<file path="src/rtl/dmem_arbiter.sv">
// Round-robin arbiter sharing one single-port synchronous data RAM between several cores.
// Each grant runs a fixed four-cycle IDLE/ACCESS/RESP/DONE sequence with registered outputs.
module dmem_arbiter #(
    parameter int unsigned PortCount = 2,
    parameter int unsigned MemWidth  = 12,
    parameter int unsigned AddrWidth = 12
) (
    input  logic                           clk_i,
    input  logic                           rst_ni,
    input  logic [PortCount-1:0]           req_i,
    input  logic [PortCount-1:0]           we_i,
    input  logic [PortCount*AddrWidth-1:0] addr_i,
    input  logic [PortCount*MemWidth-1:0]  wdata_i,
    output logic [PortCount-1:0]           gnt_o,
    output logic [PortCount-1:0]           ack_o,
    output logic [MemWidth-1:0]            rdata_o,
    output logic                           busy_o,
    output logic [AddrWidth-1:0]           mem_address_o,
    output logic [MemWidth-1:0]            mem_datain_o,
    output logic                           mem_write_o,
    input  logic [MemWidth-1:0]            mem_dataout_i
);

    localparam int unsigned IdxWidth = (PortCount > 1) ? $clog2(PortCount) : 1;

    typedef enum logic [1:0] {
        StIdle,
        StAccess,
        StResp,
        StDone
    } state_e;

    state_e                 state_q, state_d;
    logic [IdxWidth-1:0]    last_q, last_d;
    logic                   we_q, we_d;
    logic [PortCount-1:0]   gnt_q, gnt_d;
    logic [PortCount-1:0]   ack_q, ack_d;
    logic [MemWidth-1:0]    rdata_q, rdata_d;
    logic                   busy_q, busy_d;
    logic [AddrWidth-1:0]   mem_address_q, mem_address_d;
    logic [MemWidth-1:0]    mem_datain_q, mem_datain_d;
    logic                   mem_write_q, mem_write_d;

    logic                   win_valid;
    logic [IdxWidth-1:0]    win_idx;
    logic [IdxWidth-1:0]    cand;

    // Search starts one past the last winner and wraps, so the previous winner is checked last.
    always_comb begin
        win_valid = 1'b0;
        win_idx   = '0;
        cand      = '0;
        for (int unsigned k = 1; k <= PortCount; k++) begin
            cand = IdxWidth'((32'(last_q) + k) % PortCount);
            if (!win_valid && req_i[cand]) begin
                win_valid = 1'b1;
                win_idx   = cand;
            end
        end
    end

    always_comb begin
        state_d       = state_q;
        last_d        = last_q;
        we_d          = we_q;
        gnt_d         = gnt_q;
        ack_d         = '0;
        rdata_d       = rdata_q;
        busy_d        = busy_q;
        mem_address_d = mem_address_q;
        mem_datain_d  = mem_datain_q;
        mem_write_d   = mem_write_q;

        unique case (state_q)
            StIdle: begin
                if (win_valid) begin
                    state_d       = StAccess;
                    last_d        = win_idx;
                    gnt_d         = PortCount'(1) << win_idx;
                    busy_d        = 1'b1;
                    we_d          = we_i[win_idx];
                    mem_write_d   = we_i[win_idx];
                    mem_address_d = addr_i[win_idx*AddrWidth +: AddrWidth];
                    mem_datain_d  = wdata_i[win_idx*MemWidth +: MemWidth];
                end
            end
            StAccess: begin
                state_d     = StResp;
                mem_write_d = 1'b0;
            end
            StResp: begin
                state_d = StDone;
                ack_d   = gnt_q;
                // RAM q reflects the ACCESS-cycle address during this cycle.
                if (!we_q) begin
                    rdata_d = mem_dataout_i;
                end
            end
            StDone: begin
                state_d = StIdle;
                gnt_d   = '0;
                busy_d  = 1'b0;
            end
            default: begin
                state_d = StIdle;
            end
        endcase
    end

    always_ff @(posedge clk_i or negedge rst_ni) begin
        if (!rst_ni) begin
            state_q       <= StIdle;
            last_q        <= IdxWidth'(PortCount - 1);
            we_q          <= 1'b0;
            gnt_q         <= '0;
            ack_q         <= '0;
            rdata_q       <= '0;
            busy_q        <= 1'b0;
            mem_address_q <= '0;
            mem_datain_q  <= '0;
            mem_write_q   <= 1'b0;
        end else begin
            state_q       <= state_d;
            last_q        <= last_d;
            we_q          <= we_d;
            gnt_q         <= gnt_d;
            ack_q         <= ack_d;
            rdata_q       <= rdata_d;
            busy_q        <= busy_d;
            mem_address_q <= mem_address_d;
            mem_datain_q  <= mem_datain_d;
            mem_write_q   <= mem_write_d;
        end
    end

    assign gnt_o         = gnt_q;
    assign ack_o         = ack_q;
    assign rdata_o       = rdata_q;
    assign busy_o        = busy_q;
    assign mem_address_o = mem_address_q;
    assign mem_datain_o  = mem_datain_q;
    assign mem_write_o   = mem_write_q;

endmodule

</file>
<file path="config.mk">
export PLATFORM = sky130hd
export DESIGN_NAME = dmem_arbiter
export DESIGN_NICKNAME = d
export VERILOG_FILES = /design/src/rtl/dmem_arbiter.sv
export SDC_FILE = /design/constraint.sdc
export NUM_CORES = 1
export LEC_CHECK = 0
export BUFFER_PORTS_ARGS = -buffer_cell sky130_fd_sc_hd__buf_2
export CAP_MARGIN = 30
export CORE_MARGIN = 2
export CORE_UTILIZATION = 45
export CTS_CLUSTER_DIAMETER = 200
export CTS_CLUSTER_SIZE = 40
export DETAILED_ROUTE_END_ITERATION = 7
export MAX_ROUTING_LAYER = met4
export PLACE_DENSITY = 0.84
export SLEW_MARGIN = 20
export SYNTH_ARGS = -nofsm -noshare
export SYNTH_HDL_FRONTEND = slang
export SYNTH_SLANG_ARGS = --single-unit
</file>
<file path="constraint.sdc">
create_clock -name clk_i -period 1.88 [get_ports clk_i]
set_clock_uncertainty 0.1 [all_clocks]
set_input_delay 0.282 -clock clk_i [delete_from_list [all_inputs] [get_ports clk_i]]
set_output_delay 0.282 -clock clk_i [all_outputs]
set_load 0.01 [all_outputs]
</file>
Word level (Yosys, flattened, before mapping):

Index checks and enable logic that the tools add are counted.

* logic and storage cells: 52
* output and inout port bits: 42
* input port bits: 66
* register bits after elaboration: 46

* equality and inequality tests: 4
* multiplexer cells: 19
* $mul: 1
* shift-type cells: 3
* add/sub/neg operators: 2
* bitwise gates (word level): 1
* $lt $le $gt $ge: 3
* reductions and logical operators: 9

Operators with widths (count)
* $shiftx 24x6->12: 2
* $mux 1: 12
* $pmux 2 s4: 1
* $reduce_and 2->1: 4
* $lt 1x2->1 const B: 3
* $mux 2: 3
* $eq 2x2->1 const B: 2
* $pmux 1 s2: 2
* $pmux 2 s2: 1
* $reduce_bool 2->1: 2
* $mul 1x2->3 const B: 1
* $add 1x1->1 const B: 2
* $eq 2x1->1 const B: 1
* $logic_not 2->1: 1
* $ne 2x2->1 const B: 1
* $shl 1x1->2 const A: 1
* $logic_and 1x1->1: 1
* $logic_not 1->1: 1
* $not 1->1: 1

Longest topological paths before layout:

Gate-level depths: netlist (run 1).

* depth after elaboration: 11
* depth in mapped cells: 6
* mapped depth without buffers: 5

Worst setup path after synthesis (run 1):

Ideal clock, no wire load.

* path type: flip-flop to flip-flop
* from: reg state_q[0]
* to: reg rdata_q[10], in the netlist rdata_o[10]
* clock period less this slack: 1649 ps
* stages on the path, launching flop included: 6
* setup slack: 231 ps
* arrival time: 1424 ps
* library setup time: 125 ps
* buffers on the path: 1
* required time: 1655 ps
* cell sequence: dfrtp_1 -> inv_1 -> ha_1 -> nor2b_1 -> buf_2 -> mux2_2

* word-level cells in the longest chain between the ends: 2

RTL lines
* start, declared: line 33 `state_e state_q, state_d;`
* start signal, assigned: line 112 `state_q <= StIdle;`
* start signal, assigned: line 123 `state_q <= state_d;`
* $eq 2x2->1: line 74 `unique case (state_q)`
* $reduce_and 2->1 (no source line)
* end signal, assigned: line 128 `rdata_q <= rdata_d;`
* end, declared: line 38 `logic [MemWidth-1:0] rdata_q, rdata_d;`

Every way passes these cells.
A chain may end at the register's enable or synchronous reset.

Final worst setup path (run 1):

* from: reg state_q[0]
* to: reg state_q[1]

* word-level cells in the longest chain between the ends: 2
* elaborated cells between the ends (all ways): 6
* classes of those cells: 4 x eq/ne; 1 x mux; 1 x reduce/logical

RTL lines (line)
* $eq 2x2->1, or another cell as far along: 74
* $pmux 2 s4 / $ne 2x2->1 (equally long branches)

Several ways; a longest one is shown, not always the timed one.

==> results.cfg, run 1 <==
[grt]
track_usage_pct = 17.2
gr-total-overflow = 0
grt_pass1_vias = 1519
grt_pass1_wl_um = 6910
antenna_found_initial = 0
grt_start_max_net_pins = 35

[layout]
antennaDiodeCount = 0
drive_gt1_share_pct = 46.6
final_cell_mix = buf_2, dfrtp_1, nand2_1, mux2i_1, o21ai_1
area_growth_pct = 34.3
nets = 359
fin_util_pct = 63.4
final_common_cell = buf_2

[sta]
setup_violations = 0
setup_tns_ns = 0
hold_viol = 0
rsz0062_at_grt = no
fmax_mhz = 583
slew_headroom_pct = 64.4
slew_violations = 0
timing.final.crit_share_pct = 91.3
postLayoutSetupSlackWorst_ns = 0.164
fin_crit_ns = 1.72
tightest_slew_ns = 0.534

[detailed_routing]
via_per_inst = 4.77
first_pass_iters = 4
drtIter0Drc = 49
post_drt_wl_per_cell_um = 12.4
routed_wl_um = 4260
ant_nets = 0
drc = 0
via_count = 1633

[clock_tree]
h-tree-depth = 2
cts_resized = 0
clock_path_buffers = 2
clock_sinks = 46
cts_inserted_buffers = 5
clk_latency_ns = 0.29
cts_tree = yes
cts.clk_slew.worst_paths_ns = 0.09
clock-root-buffer = clkbuf_8

[power]
leakage_nw = 1.53
power_mw = 4.32
vdd_drop_max_v = 0.000620
powerDensity_nw_per_um2 = 1540

[floorplanning]
die_y_um = 72.1
die-area_um2 = 5190
io_pins = 108
die_w_um = 72.1
start_util_pct = 47.2
rows = 24
core_um2 = 4410

[synth]
synth_top_family_by_area = multiplexers
syn_area_um2 = 2080
yosys.area_share.simple_pct = 9.00
async_flop_share_pct = 100
ys_top_cells_by_area = dfrtp_1, mux2i_1, mux2_2, nand2_1, o21ai_1
synth_compound_area_share_pct = 10.1
synth_edf_count = 0
yosysWarnings = 0
muxShareOfSynthArea_pct = 18.5
yosysTopAreaCellShare_pct = 54.0
syn_inst = 180
synth_xor_area_share_pct = 0
synth_cell_types = 29
ys_seq_elements = 46
synth_flop_cell = dfrtp_1
synth_nets = 250
yosysSeqAreaShare_pct = 55.3
syn_avg_cell_area_um2 = 11.6
yosys.area_share.adder_pct = 2.40
synth_top_area_cell = dfrtp_1

[worst_setup_path]
path_class = reg2reg
critPathRequiredTime_ns = 1.96
start_kind = register
crit_path_max_fanout = 5
endpoint_kind = register
cp.arrival_ns = 1.79

[worst_hold_path]
worstHoldPathType = in2reg

[placed_design]
pre_cts_slack_ns = 0.184
port_buffers = 107
dp_hpwl_um = 3340
gp_congestion = 0.751

[run_status]
status = completed

[run]
maxCapViolCount = 0
path summary, 6_finish.rpt:
| kind | startpoint | end | slack (ns) | cells past startpoint |
|---|---|---|---|---|
| hold / removal | mem_dataout_i[6] | rdata_o[6] | 0.12 | 2 |
| hold reg to reg | mem_datain_o[11] | mem_datain_o[11] | 0.38 | 2 |
| max in group asynchronous | rst_ni | mem_address_o[3] | 0.76 | 3 |
| setup / recovery | state_q[0] | state_q[1] | 0.16 | 5 |
| setup reg to reg | state_q[0] | state_q[1] | 0.16 | 5 |
| min in group asynchronous | rst_ni | rdata_o[4] | 0.40 | 2 |
power breakdown:
group / leakage (nW) / internal (mW) / switching [mW]
Clock: 0.0579 / 0.391 / 0.311
Sequential: 0.561 / 1.48 / 0.242
Combinational: 0.909 / 0.899 / 0.996
Total: 1.53 / 2.77 / 1.55
layer usage:
metal	track usage, %	routed length, µm	up-vias
met5	-	0	-
met4	4.40	11	0
met3	3.89	319	2
met2	27.7	2100	63
met1	22.1	1820	729
li1	-	-	839
metrics by stage:
step | std cells | hold slack (ns) | instance area [µm²]
floorplan | 180 | -0.114 | 2080
global placement | 333 | 0.180 | 2680
detailed placement | 333 | 0.194 | 2680
CTS | 342 | 0.108 | 2800
global route | 342 | 0.113 | 2800
finish | 342 | 0.122 | 2800
what timing repair did:
item / CTS / global route
endpoints found under the setup margin: 0 / 0
hold buffers: 1 / 0
setup buffers: 0 / 0
hold endpoints to repair: 21 / 0
sequential cells by signal, summed over array words and instances, names as in the netlist:
name           flops
rdata_o           12
we_q               1
busy_o             1
last_q             1
ack_o              2
mem_datain_o      12
mem_address_o     12
gnt_o              2
mem_write_o        1
state_q            2
cell families after synthesis:
logic type                 Yosys count
AOI/OAI and AO/OA                   37
buffers and inverters               14
and+or+nand+nor                     42
muxes                               37
adders and majority gates            4
DFF                                 46
area by class of cell:
| type | count | area [µm²] |
|---|---|---|
| Multi-Input combinational cell | 120 | 842 |
| Fill cell | 368 | 1610 |
| Sequential cell | 46 | 1150 |
| Inverter | 3 | 11.3 |
| Tap cell | 52 | 65.1 |
| Timing Repair Buffer | 113 | 621 |
| Clock inverter | 3 | 40.0 |
| Clock buffer | 5 | 68.8 |
cell usage after synthesis, types with 2 or more instances:
cell      instances
nand2b_1          2
a31oi_1           3
nor2b_1           2
nand2_1          28
nand3_1           2
mux2_2           12
ha_1              4
dfrtp_1          45
and2_1            2
buf_2             3
or2b_1            2
inv_1             3
nor2_1            3
o21ai_0           7
buf_12            2
mux2i_1          25
clkbuf_1          4
o21ai_1          20
worst max-delay path: stages (launching register included):
cell and delay [ns]:
dfrtp_1 0.41, inv_1 0.13, ha_1 0.31, or3b_2 0.50, nand2_1 0.08, o21ai_0 0.07
(Power assumes the default switching activity.)
==> inputs of run 2 (changes only) <==
--- a/config.mk
+++ b/config.mk
@@ -10,9 +10,7 @@
 export CORE_MARGIN = 2
 export CORE_UTILIZATION = 45
 export CTS_CLUSTER_DIAMETER = 200
-export CTS_CLUSTER_SIZE = 40
 export DETAILED_ROUTE_END_ITERATION = 7
-export MAX_ROUTING_LAYER = met4
 export PLACE_DENSITY = 0.84
 export SLEW_MARGIN = 20
 export SYNTH_ARGS = -nofsm -noshare
==> run 2 against run 1 <==
Net effect: register-to-register slack barely moved; sequential share of layout area did not move; first-iteration DRC count did not move; count of clock-buffer cells in the layout did not move; core utilization did not move; worst setup slack barely moved; final cell count did not move; sequential power barely moved; clock power barely moved; critical path type unchanged; largest cell class unchanged.
==> results.cfg, run 2 (synthesized netlist as in run 1, its figures left out) <==
[clock_tree]
clock_sinks = 46
cts_tree = yes
cts.clk_slew.worst_paths_ns = 0.09
clk_latency_ns = 0.29
clock-root-buffer = clkbuf_8
cts_inserted_buffers = 5
h-tree-depth = 2
clock_path_buffers = 2
cts_setup_buffers = 0

[worst_setup_path]
cp.buffers_inverters = 1
critPathLaunch = state_q[0]
start_kind = register
critical-path-max-stage-delay_ns = 0.50
path_delay_family = simple AND/OR/NAND/NOR gates
cp.arrival_ns = 1.79
endpoint_kind = register
r2r_end = state_q[1]
crit_path_max_fanout = 5
slowest_stage = or3b_2
crit_end = state_q[1]
path_cells = inv_1 > ha_1 > or3b_2 > nand2_1 > o21ai_0
reg2reg_slack_ns = 0.16
reg2reg_from = state_q[0]
reg2reg_depth = 5
path_class = reg2reg
critPathRequiredTime_ns = 1.96
cp.depth = 5

[placed_design]
dp_hpwl_um = 3340
port_buffers = 107
place_area_um2 = 2680
gp_congestion = 0.741

[floorplanning]
rows = 24
die_y_um = 72.1
die_w_um = 72.1
core_um2 = 4410
start_util_pct = 47.2
io_pins = 108
die-area_um2 = 5190

[layout]
final_cell_mix = buf_2, dfrtp_1, nand2_1, mux2i_1, o21ai_1
nets = 359
fin_util_pct = 63.4
final_area_um2 = 2800
drive_gt1_share_pct = 46.6
antennaDiodeCount = 0
area_growth_pct = 34.3
final_common_cell = buf_2

[detailed_routing]
first_pass_iters = 4
drc = 0
via_count = 1633
via_per_inst = 4.77
post_drt_wl_per_cell_um = 12.4
routed_wl_um = 4260
drtIter0Drc = 49
ant_nets = 0

[power]
leakage_nw = 1.53
powerDensity_nw_per_um2 = 1540
vdd_drop_max_v = 0.000620

[sta]
rsz0062_at_grt = no
setup_violations = 0
fin_crit_ns = 1.72
setup_tns_ns = 0
timing.final.crit_share_pct = 91.3
slew_headroom_pct = 64.4
fmax_mhz = 583
slew_violations = 0
tightest_slew_ns = 0.534
hold_viol = 0

[grt]
track_usage_pct = 16.7
grt_start_max_net_pins = 35
antenna_found_initial = 0
grt_pass1_vias = 1518
grt_pass1_wl_um = 6910
gr-total-overflow = 0

[run_status]
status = completed

[worst_hold_path]
min_from = mem_dataout_i[6]
worstHoldPathType = in2reg

[run]
maxCapViolCount = 0
## run 2: cell counts in the layout (fill, tap and decap cells not counted)
Identical to the previous run, type by type.
## run 2: how the worst min path moves through the flow
stage,endpoint,slack [ns],cells after the start
after detailed placement,rdata_o[4],0.19,1
after CTS,rdata_o[6],0.11,2
after global routing,rdata_o[6],0.11,2
final,rdata_o[6],0.12,2
after floorplan,ack_o[0],-0.11,0
after global placement,rdata_o[4],0.18,1
## run 2: worst reg2reg max path, cell delays in order, from the launching register on
cell     delay [ns]
dfrtp_1        0.41
inv_1          0.13
ha_1           0.31
or3b_2         0.50
nand2_1        0.08
o21ai_0        0.07
## run 2: routing by layer
layer  GRT usage, %  wire [µm]  share of wire (%)
met5              0          0                  0
met3           3.89        318                7.5
met4           4.40         12               0.28
met2           27.7       2100                 49
met1           22.1       1820                 43
## run 2: power breakdown
group | internal, mW | leakage (nW) | switching (mW)
Combinational | 0.899 | 0.909 | 0.995
Clock | 0.391 | 0.0579 | 0.311
Sequential | 1.48 | 0.561 | 0.242
## run 2: repair_timing
| item | in CTS | in global routing |
|---|---|---|
| hold buffers | 1 | 0 |
| gates resized for setup | 0 | 0 |
| endpoints found under the hold margin | 21 | 0 |
## run 2: metrics by stage
stage / hold slack, ns / instances / total power, mW / worst slack [ns]
after floorplan: -0.114 / 180 / 2.91 / 0.231
after global placement: 0.180 / 333 / 3.57 / 0.298
after detailed placement: 0.194 / 333 / 3.67 / 0.184
after CTS: 0.108 / 342 / 4.38 / 0.155
after global routing: 0.113 / 342 / 4.66 / 0.0330
final: 0.122 / 342 / 4.31 / 0.164
## run 2: cell type report
cell class	count	area [µm²]
Tap cell	52	65.1
Clock buffer	5	68.8
Timing Repair Buffer	113	621
Multi-Input combinational cell	120	842
Fill cell	368	1610
Sequential cell	46	1150
Inverter	3	11.3
Clock inverter	3	40.0
==> inputs of run 3 (changes only) <==
--- a/config.mk
+++ b/config.mk
@@ -5,14 +5,16 @@
 export SDC_FILE = /design/constraint.sdc
 export NUM_CORES = 1
 export LEC_CHECK = 0
+export ABC_AREA = 1
 export BUFFER_PORTS_ARGS = -buffer_cell sky130_fd_sc_hd__buf_2
 export CAP_MARGIN = 30
 export CORE_MARGIN = 2
-export CORE_UTILIZATION = 45
+export CORE_UTILIZATION = 46
 export CTS_CLUSTER_DIAMETER = 200
 export DETAILED_ROUTE_END_ITERATION = 7
-export PLACE_DENSITY = 0.84
+export PLACE_DENSITY = 0.83
 export SLEW_MARGIN = 20
 export SYNTH_ARGS = -nofsm -noshare
 export SYNTH_HDL_FRONTEND = slang
 export SYNTH_SLANG_ARGS = --single-unit
+export TNS_END_PERCENT = 5
==> constraint.sdc (replaced) <==
create_clock -name clk_i -period 1.88 [get_ports clk_i]
set_clock_uncertainty 0.1 [all_clocks]
set_input_delay 0.282 -clock clk_i [delete_from_list [all_inputs] [get_ports clk_i]]
set_output_delay 0.282 -clock clk_i [all_outputs]
set_load 0.05 [all_outputs]
==> run 3 against run 2 <==
Net effect: worst setup slack gained 0.083 ns; power grew 30%; flip-flop and latch count unchanged; non-clock buffer count up 1; critical path depth grew 1; worst hold slack lost 0.0010 ns; clock power is 14% lower; die area increased by 8.0%; highest routed layer unchanged; largest power group unchanged; critical path type unchanged.
==> results.cfg, run 3 <==
[synth]
post-synth-top-count-cell = nand2_1
synth_compound_area_share_pct = 2.27
yosysSeqAreaShare_pct = 49.8
muxShareOfSynthArea_pct = 0
synth_top_family_by_area = simple AND/OR/NAND/NOR gates
syn_avg_cell_area_um2 = 8.00
yosysWarnings = 0
synthTopCellsByCount = nand2_1, dfrtp_1, nand3_1, inv_1, nand3b_1
async_flop_share_pct = 100
synth_flop_cell = dfrtp_1
yosys.area_share.adder_pct = 2.16
ys_top_cells_by_area = dfrtp_1, nand2_1, nand3_1, nand3b_1, inv_1
synth_top_area_cell = dfrtp_1
syn_inst = 289
yosys.area_share.simple_pct = 35.2
ys_seq_elements = 46
synth_edf_count = 0
synth_cell_types = 18
synth_nets = 359
yosysTopAreaCellShare_pct = 48.7
syn_area_um2 = 2310
synth_xor_area_share_pct = 0

[worst_hold_path]
worstHoldPathType = in2reg

[layout]
drive_gt1_share_pct = 31.6
final_common_cell = nand2_1
area_growth_pct = 29.2
final_area_um2 = 2990
nets = 464
antennaDiodeCount = 0
final_cell_mix = nand2_1, buf_2, dfrtp_1, nand3_1, inv_1
fillers = 441

[sta]
slew_violations = 0
rsz0062_at_grt = no
setup_violations = 0
timing.final.crit_share_pct = 86.8
fmax_mhz = 613
slew_headroom_pct = 68.3
hold_viol = 0
setup_tns_ns = 0
tightest_slew_ns = 0.475
fin_crit_ns = 1.63

[clock_tree]
cts_tree = yes
clock-root-buffer = clkbuf_8
cts_resized = 0
cts.clk_slew.worst_paths_ns = 0.08
clock_path_buffers = 2
clock_sinks = 46
clk_latency_ns = 0.29
h-tree-depth = 2
cts_inserted_buffers = 5

[floorplanning]
die_w_um = 74.9
start_util_pct = 48.3
die-area_um2 = 5610
core_um2 = 4790
rows = 25
die_y_um = 74.9
io_pins = 108

[grt]
grt.met3_usage_pct = 5.49
grt-busiest-layer = met2
grt_pass1_vias = 1935
track_usage_pct = 20.0
antenna_found_initial = 0
grt_start_max_net_pins = 47
use_met1_pct = 24.7
grt_pass1_wl_um = 8580
gr-total-overflow = 0
globalRouteMet2Util_pct = 34.2

[power]
power_mw = 5.62
vdd_drop_max_v = 0.000906
powerDensity_nw_per_um2 = 1880
leakage_nw = 1.78

[detailed_routing]
ant_nets = 0
via_per_inst = 4.84
via_count = 2237
drc = 0
routed_wl_um = 5560
post_drt_wl_per_cell_um = 12.0
drtIter0Drc = 108
first_pass_iters = 4

[worst_setup_path]
cp.arrival_ns = 1.75
path_class = reg2reg
critPathRequiredTime_ns = 1.99
crit_path_max_fanout = 29
start_kind = register
endpoint_kind = register

[placed_design]
place_area_um2 = 2890
port_buffers = 107
dp_hpwl_um = 4040
gp_congestion = 0.751

[run_status]
status = completed

[run]
maxCapViolCount = 0
## run 3: changes by cell type after synthesis, moves of 3 or more
| cell | previous run | this run |
|---|---|---|
| nand3_1 | 2 | 39 |
| o21ai_1 | 20 | 0 |
| nand3b_1 | 0 | 24 |
| buf_4 | 0 | 3 |
| mux2_2 | 12 | 0 |
| nand2_1 | 28 | 108 |
| mux2i_1 | 25 | 0 |
| buf_2 | 3 | 8 |
| a31oi_1 | 3 | 0 |
| inv_1 | 3 | 36 |
## run 3: per-stage QoR
step                setup WS (ns)  util [%]  hold slack (ns)  instances
CTS                         0.253      62.4            0.113        462
global route               0.0498      62.4            0.123        462
detailed placement          0.286      60.3            0.181        453
finish                      0.248      62.4            0.121        462
global placement            0.347      60.3            0.181        453
floorplan                   0.492         -           -0.114        289
## run 3: logic make-up (layout without fill, tap and decap cells)
family	after synthesis	count (layout)
AND/OR/NAND/NOR	176	176
buffers and inverters	53	159
flip-flops	46	46
AO/OA/AOI/OAI	10	10
adder cells (fa/ha/maj)	4	4
## run 3: final cells by class
| type | instances | area, µm² | area share, % |
|---|---|---|---|
| inverters | 37 | 139 | 4.65 |
| repair buffers | 114 | 603 | 20.2 |
| clock buffers | 7 | 86.3 | 2.89 |
| flip-flops and latches | 46 | 1150 | 38.6 |
| clock inverters | 1 | 5.00 | 0.168 |
| multi-input cells | 190 | 917 | 30.7 |
| well taps | 67 | 83.8 | 2.81 |
## run 3: timing repair
item / in CTS / in global routing
setup endpoints to repair: 0 / 0
hold buffers: 1 / 0
buffers inserted: 0 / 0
hold endpoints to repair: 45 / 0
## run 3: worst max-delay path, cell delays in order (launching register included)
cell and delay [ns]:
dfrtp_1 0.41, inv_1 0.10, ha_1 0.26, nand2_2 0.10, inv_2 0.37, nand3_1 0.13
o21ai_0 0.10
## run 3: where the power goes
group / total [mW] / switching (mW) / internal, mW / leakage, nW
Combinational: 3.28 / 2.52 / 0.765 / 1.17
Clock: 0.604 / 0.307 / 0.297 / 0.0482
Sequential: 1.74 / 0.258 / 1.48 / 0.566
## run 3: worst paths after layout
check / from / to / slack, ns / depth (start not counted)
min in group asynchronous: rst_ni / mem_address_o[6] / 0.39 / 3
max in group asynchronous: rst_ni / last_q / 1.01 / 3
max: state_q[0] / gnt_o[0] / 0.25 / 6
max reg2reg: state_q[0] / gnt_o[0] / 0.25 / 6
min reg2reg: rdata_o[2] / rdata_o[2] / 0.37 / 2
min: mem_dataout_i[2] / rdata_o[2] / 0.12 / 3
## run 3: layer usage
layer	part of all wire (%)	up-vias
li1	-	1107
met1	43	1026
met2	47	99
met3	8.4	5
met4	0.99	0
met5	0	-
